File: config.mk
export PLATFORM = sky130hd
export DESIGN_NAME = pe_conv_mac_ctrl_conv1_flat
export DESIGN_NICKNAME = d
export VERILOG_FILES = /design/src/rtl/pe_conv_mac_ctrl_conv1_pkg.sv /design/src/rtl/pe_conv_mac_ctrl_conv1_if.sv /design/src/rtl/pe_conv_mac_ctrl_conv1_delay.sv /design/src/rtl/pe_conv_mac_ctrl_conv1.sv /design/src/flat_wrapper.sv
export SDC_FILE = /design/constraint.sdc
export NUM_CORES = 1
export LEC_CHECK = 0
export CORE_AREA = 2 2 39 41
export CTS_CLUSTER_DIAMETER = 150
export CTS_CLUSTER_SIZE = 20
export DETAILED_ROUTE_END_ITERATION = 10
export DIE_AREA = 0 0 41 43
export PLACE_DENSITY = 0.72
export SLEW_MARGIN = 0
export SYNTH_ARGS = -nofsm -noshare
export SYNTH_HDL_FRONTEND = slang
export SYNTH_SLANG_ARGS = --single-unit
export TNS_END_PERCENT = 5
File: constraint.sdc
create_clock -name clk -period 3.9 [get_ports clk]
set_input_delay 0.39 -clock clk [delete_from_list [all_inputs] [get_ports clk]]
set_output_delay 0.39 -clock clk [all_outputs]
set_load 0.01 [all_outputs]
File: src/rtl/pe_conv_mac_ctrl_conv1_pkg.sv
// Shared types and sizing helpers for the conv1 MAC input-buffer sequencer.
package pe_conv_pkg;

  typedef enum logic [1:0] {
    ST_IDLE  = 2'd0,
    ST_LOAD  = 2'd1,
    ST_SCAN  = 2'd2,
    ST_DRAIN = 2'd3
  } ctrl_state_e;

  typedef struct packed {
    logic vld;
    logic first;
    logic last;
  } tap_flags_t;

  // Never returns 0 so that degenerate sizes still give a legal vector.
  function automatic int clog2_min1(input int value);
    int w;
    w = $clog2(value);
    return (w < 1) ? 1 : w;
  endfunction

  function automatic int taps_of(input int kernel_size);
    return kernel_size * kernel_size;
  endfunction

  function automatic int groups_of(input int channels, input int parallel);
    return channels / parallel;
  endfunction

endpackage

File: src/rtl/pe_conv_mac_ctrl_conv1_if.sv
// Window handshake plus buffer/MAC strobes between the sequencer and its neighbours.
interface pe_conv_mac_ctrl_conv1_if #(
  parameter int pPIXEL_WIDTH = 4
);
  logic                    win_valid;
  logic                    win_ready;
  logic                    buf_en;
  logic [pPIXEL_WIDTH-1:0] buf_pixel;
  logic                    mac_clr;
  logic                    mac_acc;
  logic                    mac_last;
  logic                    done;
  logic                    busy;

  modport master (
    input  win_valid,
    output win_ready, buf_en, buf_pixel, mac_clr, mac_acc, mac_last, done, busy
  );

  modport slave (
    output win_valid,
    input  win_ready, buf_en, buf_pixel, mac_clr, mac_acc, mac_last, done, busy
  );
endinterface

File: src/rtl/pe_conv_mac_ctrl_conv1_delay.sv
// Shift register that aligns the tap flags with the buffer's output latency.
module pe_conv_mac_ctrl_delay
  import pe_conv_pkg::*;
#(
  parameter int pDEPTH = 1
) (
  input  logic       clk,
  input  logic       rst,
  input  tap_flags_t flags_in,
  output tap_flags_t flags_out
);

  tap_flags_t stage [pDEPTH];

  always_ff @(posedge clk) begin
    if (rst) begin
      for (int i = 0; i < pDEPTH; i++) stage[i] <= '0;
    end else begin
      stage[0] <= flags_in;
      for (int i = 1; i < pDEPTH; i++) stage[i] <= stage[i-1];
    end
  end

  assign flags_out = stage[pDEPTH-1];

endmodule

File: src/rtl/pe_conv_mac_ctrl_conv1.sv
// conv1 MAC input-buffer sequencer: load a window group, scan its taps, drain the buffer latency.
//   state | meaning
//   IDLE  | ready for the next group, done pulses here after a window
//   LOAD  | one-cycle buffer load strobe
//   SCAN  | stepping buf_pixel through all taps
//   DRAIN | waiting out buffer latency after the final group
module pe_conv_mac_ctrl_conv1
  import pe_conv_pkg::*;
#(
  parameter int pKERNEL_SIZE    = 3,
  parameter int pINPUT_CHANNEL  = 1,
  parameter int pINPUT_PARALLEL = 1,
  parameter int pBUF_LATENCY    = 1,
  parameter int pPIXEL_WIDTH    = 4
) (
  input logic clk,
  input logic rst,
  pe_conv_mac_ctrl_conv1_if.master bus
);

  localparam int TAPS  = taps_of(pKERNEL_SIZE);
  localparam int G     = groups_of(pINPUT_CHANNEL, pINPUT_PARALLEL);
  localparam int TAP_W = clog2_min1(TAPS);
  localparam int GRP_W = clog2_min1(G);
  localparam int DRN_W = clog2_min1(pBUF_LATENCY);

  if (pINPUT_CHANNEL % pINPUT_PARALLEL != 0) begin : g_chk_groups
    $error("pINPUT_CHANNEL must be a multiple of pINPUT_PARALLEL");
  end
  if ((1 << pPIXEL_WIDTH) < TAPS) begin : g_chk_pixel
    $error("pPIXEL_WIDTH too narrow for pKERNEL_SIZE**2 taps");
  end
  if (pBUF_LATENCY < 1) begin : g_chk_latency
    $error("pBUF_LATENCY must be at least 1");
  end

  ctrl_state_e       state;
  ctrl_state_e       state_nxt;
  logic [TAP_W-1:0]  tap_cnt;
  logic [GRP_W-1:0]  grp_cnt;
  logic [DRN_W-1:0]  drn_cnt;
  logic              done_q;
  logic              rst_q;
  logic              tap_last;
  logic              grp_last;
  logic              drn_zero;
  logic              ready;
  tap_flags_t        flags_scan;
  tap_flags_t        flags_mac;

  assign tap_last = (tap_cnt == TAP_W'(TAPS - 1));
  assign grp_last = (grp_cnt == GRP_W'(G - 1));
  assign drn_zero = (drn_cnt == '0);
  // rst_q holds ready low for the cycle after any reset edge without a comb path from rst.
  assign ready    = (state == ST_IDLE) && !rst_q;

  always_ff @(posedge clk) begin
    if (rst) state <= ST_IDLE;
    else     state <= state_nxt;
  end

  always_comb begin
    state_nxt = state;
    case (state)
      ST_IDLE:  if (bus.win_valid && ready) state_nxt = ST_LOAD;
      ST_LOAD:  state_nxt = ST_SCAN;
      ST_SCAN:  if (tap_last) state_nxt = grp_last ? ST_DRAIN : ST_IDLE;
      ST_DRAIN: if (drn_zero) state_nxt = ST_IDLE;
      default:  state_nxt = ST_IDLE;
    endcase
  end

  always_ff @(posedge clk) begin
    if (rst) begin
      tap_cnt <= '0;
      grp_cnt <= '0;
      drn_cnt <= '0;
      done_q  <= 1'b0;
      rst_q   <= 1'b1;
    end else begin
      rst_q  <= 1'b0;
      done_q <= (state == ST_DRAIN) && drn_zero;
      case (state)
        ST_LOAD: tap_cnt <= '0;
        ST_SCAN: begin
          if (tap_last) begin
            tap_cnt <= '0;
            if (grp_last) drn_cnt <= DRN_W'(pBUF_LATENCY - 1);
            else          grp_cnt <= grp_cnt + 1'b1;
          end else begin
            tap_cnt <= tap_cnt + 1'b1;
          end
        end
        ST_DRAIN: begin
          if (drn_zero) grp_cnt <= '0;
          else          drn_cnt <= drn_cnt - 1'b1;
        end
        default: ;
      endcase
    end
  end

  always_comb begin
    flags_scan.vld   = (state == ST_SCAN);
    flags_scan.first = (state == ST_SCAN) && (tap_cnt == '0) && (grp_cnt == '0);
    flags_scan.last  = (state == ST_SCAN) && tap_last && grp_last;
  end

  pe_conv_mac_ctrl_delay #(
    .pDEPTH (pBUF_LATENCY)
  ) u_delay (
    .clk       (clk),
    .rst       (rst),
    .flags_in  (flags_scan),
    .flags_out (flags_mac)
  );

  always_comb begin
    bus.win_ready = ready;
    bus.buf_en    = (state == ST_LOAD);
    bus.buf_pixel = (state == ST_SCAN) ? pPIXEL_WIDTH'(tap_cnt) : '0;
    bus.mac_acc   = flags_mac.vld;
    bus.mac_clr   = flags_mac.first;
    bus.mac_last  = flags_mac.last;
    bus.done      = done_q;
    bus.busy      = (state != ST_IDLE);
  end

endmodule

File: src/flat_wrapper.sv
// flat-port wrapper written by rule: the top's interface ports become plain ports
module pe_conv_mac_ctrl_conv1_flat import pe_conv_pkg::*;
#(
  parameter int pKERNEL_SIZE    = 3,
  parameter int pINPUT_CHANNEL  = 1,
  parameter int pINPUT_PARALLEL = 1,
  parameter int pBUF_LATENCY    = 1,
  parameter int pPIXEL_WIDTH    = 4
)
  (clk, rst, bus_win_valid, bus_win_ready, bus_buf_en, bus_buf_pixel, bus_mac_clr, bus_mac_acc, bus_mac_last, bus_done, bus_busy);
  pe_conv_mac_ctrl_conv1_if #(.pPIXEL_WIDTH(pPIXEL_WIDTH)) bus_i ();
  input logic clk;
  input logic rst;
  input wire logic [$bits(bus_i.win_valid)-1:0] bus_win_valid;
  output wire logic [$bits(bus_i.win_ready)-1:0] bus_win_ready;
  output wire logic [$bits(bus_i.buf_en)-1:0] bus_buf_en;
  output wire logic [$bits(bus_i.buf_pixel)-1:0] bus_buf_pixel;
  output wire logic [$bits(bus_i.mac_clr)-1:0] bus_mac_clr;
  output wire logic [$bits(bus_i.mac_acc)-1:0] bus_mac_acc;
  output wire logic [$bits(bus_i.mac_last)-1:0] bus_mac_last;
  output wire logic [$bits(bus_i.done)-1:0] bus_done;
  output wire logic [$bits(bus_i.busy)-1:0] bus_busy;
  assign bus_i.win_valid = bus_win_valid;
  assign bus_win_ready = bus_i.win_ready;
  assign bus_buf_en = bus_i.buf_en;
  assign bus_buf_pixel = bus_i.buf_pixel;
  assign bus_mac_clr = bus_i.mac_clr;
  assign bus_mac_acc = bus_i.mac_acc;
  assign bus_mac_last = bus_i.mac_last;
  assign bus_done = bus_i.done;
  assign bus_busy = bus_i.busy;
  pe_conv_mac_ctrl_conv1 #(.pKERNEL_SIZE(pKERNEL_SIZE), .pINPUT_CHANNEL(pINPUT_CHANNEL), .pINPUT_PARALLEL(pINPUT_PARALLEL), .pBUF_LATENCY(pBUF_LATENCY), .pPIXEL_WIDTH(pPIXEL_WIDTH)) u_core (.clk(clk), .rst(rst), .bus(bus_i));
endmodule
# After elaboration in Yosys (flattened, before gate mapping)
# Memories as Yosys holds them, arrays and structs flattened.
# Cells that the tools add are included.
[totals]
regBits = 10
latchBits = 0
ram_bits = 3
mem_bits_ro = 0
in_bits = 3
output_inout_bits = 11
elab_cells = 58
memories = 1
[mem_list]
columns = ["memory", "words", "word_bits", "read_ports", "rd_ports_with_merged_regs", "write_ports", "line_no", "text"]
rows = [
  ["u_core.u_delay.stage", 1, 3, 1, 0, 1, "pe_conv_mac_ctrl_conv1_delay.sv:13", "tap_flags_t stage [pDEPTH];"],
]
[op_classes]
n_addsub = 3
mul = 0
div = 0
order_cmp = 0
eq_ne = 8
shifts = 0
muxes = 21
bitwise_logic = 2
reduce_logical = 17
[op_table]
columns = ["cell", "count"]
rows = [
  ["1-bit 2-to-1 mux", 10],
  ["3-bit AND reduction", 3],
  ["2-bit 2-to-1 mux", 4],
  ["4-bit 2-to-1 mux", 2],
  ["2-bit case mux with 4 select lines", 1],
  ["4-bit case mux with 2 select lines", 1],
  ["1-bit logical AND", 7],
  ["2-bit inequality test, second input constant", 3],
  ["2-bit nonzero test", 3],
  ["4-bit by 1-bit adder with 4-bit output, second input constant", 1],
  ["2-bit equality test, second input constant", 2],
  ["4-bit equality test, second input constant", 1],
  ["4-bit zero test", 1],
  ["1-bit case mux with 2 select lines", 2],
  ["3-bit 2-to-1 mux", 1],
  ["3-bit OR reduction", 1],
  ["2-bit by 1-bit equality test with 1-bit output, second input constant", 1],
  ["2-bit zero test", 1],
  ["2-bit by 1-bit inequality test with 1-bit output, second input constant", 1],
  ["1-bit NOT", 2],
  ["1-bit adder, second input constant", 1],
  ["1-bit zero test", 1],
  ["1-bit subtractor, second input constant", 1],
]

# Logic depth before layout (Yosys ltp)
[logic_depth]
ltp_word = 5
mapped_depth = 5
mapped_depth_nobuf = 5

# Hierarchy
# From an unflattened synthesis, not the netlist that was laid out.
[unflattened]
hier_cells = 56
hier_area_um2 = 554.3
[by_module_without_submodules]
columns = ["module", "instances", "cells_each", "area_each_um2", "seq_area_each_um2"]
rows = [
  ["pe_conv_mac_ctrl_conv1", 1, 50, 475.5, 160.2],
  ["pe_conv_mac_ctrl_delay", 1, 6, 78.8, 60.1],
]

# Worst setup path after synthesis
# Ideal clock, no wire load.
[synth_path]
path_kind = "reg2out"
from = "reg u_core.state[0]"
to = "out bus_buf_pixel[3]"
arrival_time_ns = 1.004
t_required_ns = 3.510
path_slack_ns = 2.506
path_stages_with_launch = 5
n_path_buf = 1
path_cell_list = "dfxtp_1 -> inv_1 -> ha_1 -> clkbuf_2 -> and2_2"
[synth_lines]
columns = ["item", "line_no", "text"]
rows = [
  ["from (decl)", "pe_conv_mac_ctrl_conv1.sv:37", "ctrl_state_e state;"],
  ["from (signal assigned)", "pe_conv_mac_ctrl_conv1.sv:59", "else state <= state_nxt;"],
  ["to (decl)", "flat_wrapper.sv:17", "output wire logic [$bits(bus_i.buf_pixel)-1:0] bus_buf_pixel;"],
]

==> metrics.yaml <==
outcome:
  outcome: "finished clean"
clock_tree:
  cts_tree: "built"
  post_cts_buffers: 0
  clock_sinks: 11
  clkTransAtPathRegs_ps: 70
  clockBufferDepth: 2
  cts_hold_buf: 0
  clock_latency_ps: 270
  numCtsBuffers: 3
  htree_levels: 1
  root_buffer: "clkbuf_4"
  post_cts_resize_count: 0
route:
  wl_um: 1010
  avgRoutedWirePerCell_um: 11.7
  drt_first_iter_violations: 7
  drtPass1Iterations: 4
  drc: 0
  routed-via-count: 426
  ant_nets: 0
  viasPerCell: 4.95
logic_synthesis:
  synth-edff-count: 0
  yosysSeqAreaShare_pct: 37.9
  synth.area.mux_share_pct: 1.72
  synth_top_family_by_area: "simple AND/OR/NAND/NOR gates"
  synth.most_common_cell: "dfxtp_1"
  netlist_instances: 54
  syn_area_sq_um: 581
  yosys.area_share.adder_pct: 15.1
  synth_seq_cells: 11
  syn_nets: 64
  ys_warn_count: 0
  ys.flop_type: "dfxtp_1"
  yosys.area.top_type: "dfxtp_1"
  synth_xor_area_share_pct: 4.53
  ys_types: 27
  synth_compound_area_share_pct: 9.70
  netlist_top_cells_count: "dfxtp_1 (11), ha_1 (7), inv_1 (6)"
  synth.area.top_cells: "dfxtp_1 (38%), ha_1 (15%), inv_1 (3.9%), a22oi_4 (3.7%), nand3b_4 (3.4%)"
  yosys.area.top_type_share_pct: 37.9
  synthArstFlopShare_pct: 0
  syn_avg_cell_area_sq_um: 10.8
  yosys.area_share.simple_pct: 26.3
floorplanning:
  start_util_pct: 42.0
  dieArea_sq_um: 1760
  ioPinCount: 14
  std_cell_rows: 14
  die_x_um: 41
  die_h_um: 43
  core_area_sq_um: 1380
setup_path:
  path_cells: "inv_1, ha_1, and2_2, clkdlybuf4s50_1"
  cp_top_family: "buffers and inverters"
  crit_path_end_kind: "primary output"
  required_ps: 3510
  crit_path_max_incr_delay_ps: 520
  cp_slowest_cell: "clkdlybuf4s50_1"
  critPathLaunchType: "register"
  crit_path_max_fanout: 10
  crit_type: "reg2out"
  path_buf_inv: 2
  crit_arrival_ps: 1830
timing:
  layout_min_cycle_time_ps: 2220
  maxSlewViolCount: 0
  period_share_pct: 56.9
  rsz0062_at_grt: "false"
  tns_ps: 0
  clock_skew_ps: 4.84
  fmax_mhz: 450
  worst_slew_pin_slew_ps: 413
  max_slew_margin_pct: 72.4
  setup-violations-final: 0
  hold_viol_final: 0
power:
  power.total_mw: 0.445
  powerDensity_nw_per_um2: 591
  ir_worst_vdd_mv: 0.251
  p_leak_nw: 0.311
global_routing:
  antenna_found_initial: 0
  grt_pass1_wl_um: 1680
  grt_max_degree: 11
  grt_pass1_vias: 404
  grt_overflow: 0
  track_usage_pct: 14.3
final_layout:
  diodes: 0
  final_core_util_pct: 54.3
  nNetsFinal: 81
  drive_gt1_share_pct: 15.7
  syn_to_final_growth_pct: 29.5
place:
  io_buffers: 13
  gp_congestion: 0.732
  hpwl_um: 740
job:
  maxCapViolCount: 0
hold_path:
  hold_class: "reg2reg"
## worst reg2reg max path: cells and delay by family (launching register included)
family                   cells  cell delay, ps
adder cells (fa/ha/maj)      1             410
flip-flops                   1             390
buffers and inverters        1             100
AO/OA/AOI/OAI                1             290
AND/OR/NAND/NOR              1              80
## cells by family (layout without fill, tap and decap cells)
group	after synthesis	count (layout)
compound gates	5	5
xor+xnor	3	3
fa+ha+maj	7	7
buf+inv	7	23
flops	11	11
mux	1	1
simple gates	20	20
## cells in the final DEF (no fill, tap or decap), drive strengths merged
| master | netlist | layout |
|---|---|---|
| a21boi | 1 | 1 |
| nand2 | 3 | 3 |
| nor3 | 3 | 3 |
| xnor2 | 1 | 1 |
| nor2b | 2 | 2 |
| o211a | 1 | 1 |
| clkdlybuf4s50 | 0 | 13 |
| and4bb | 1 | 1 |
| a211o | 1 | 1 |
| nor3b | 1 | 1 |
| nand3b | 1 | 1 |
| nand4 | 1 | 1 |
| clkbuf | 1 | 4 |
| dfxtp | 11 | 11 |
| nand2b | 2 | 2 |
| inv | 6 | 6 |
| ha | 7 | 7 |
| a22oi | 1 | 1 |
| nand3 | 1 | 1 |
| and2 | 4 | 4 |
| xor2 | 2 | 2 |
| mux2i | 1 | 1 |
| a21oi | 1 | 1 |
| nor2 | 1 | 1 |
## path summary, 6_finish.rpt
check                                     from                             end  slack (ps)  depth (start not counted)
setup / recovery  u_core.state[0]$_SDFFE_PP0P_                bus_buf_pixel[3]        1680                          4
hold / removal    u_core.state[1]$_SDFFE_PP0P_    u_core.state[1]$_SDFFE_PP0P_         510                          2
setup reg to reg  u_core.state[1]$_SDFFE_PP0P_  u_core.tap_cnt[0]$_SDFFE_PP0P_        2510                          4
hold reg to reg   u_core.state[1]$_SDFFE_PP0P_    u_core.state[1]$_SDFFE_PP0P_         510                          2
## sequential cells by signal, summed over array words and instances, names as in the netlist
name,cells
u_core.rst_q,1
u_core.bus.done,1
u_core.u_delay.stage,3
u_core.tap_cnt,4
u_core.state,2
## routing by layer
layer	vias to the layer above	global-route usage [%]	routed length (um)
li1	211	-	-
met1	198	16.9	464
met2	13	21.6	486
met3	4	3.14	44
met4	0	10.0	14
met5	-	0	0
## report_power, final
part           total, mW  leakage, nW  internal [mW]  switching [mW]
Combinational      0.221        0.206          0.114           0.107
Sequential         0.146       0.0896          0.130          0.0152
Clock             0.0782       0.0150         0.0396          0.0386
## stage by stage
step                hold WS, ps  worst slack (ps)  cells  instance area, sq um
finish                      509              1680     86                   752
detailed placement          503              1960     82                   726
CTS                         513              1660     86                   752
global placement            489              2000     82                   726
floorplan                   418              2510     54                   581
global route                551              1550     86                   752
## area by class of cell
type,count,area [sq um]
Inverter,6,22.5
Clock buffer,4,26.3
Sequential cell,11,220
Multi-Input combinational cell,36,333
Timing Repair Buffer,13,130
Fill cell,141,632
Tap cell,16,20.0
Power figures use the tool's default switching activity.
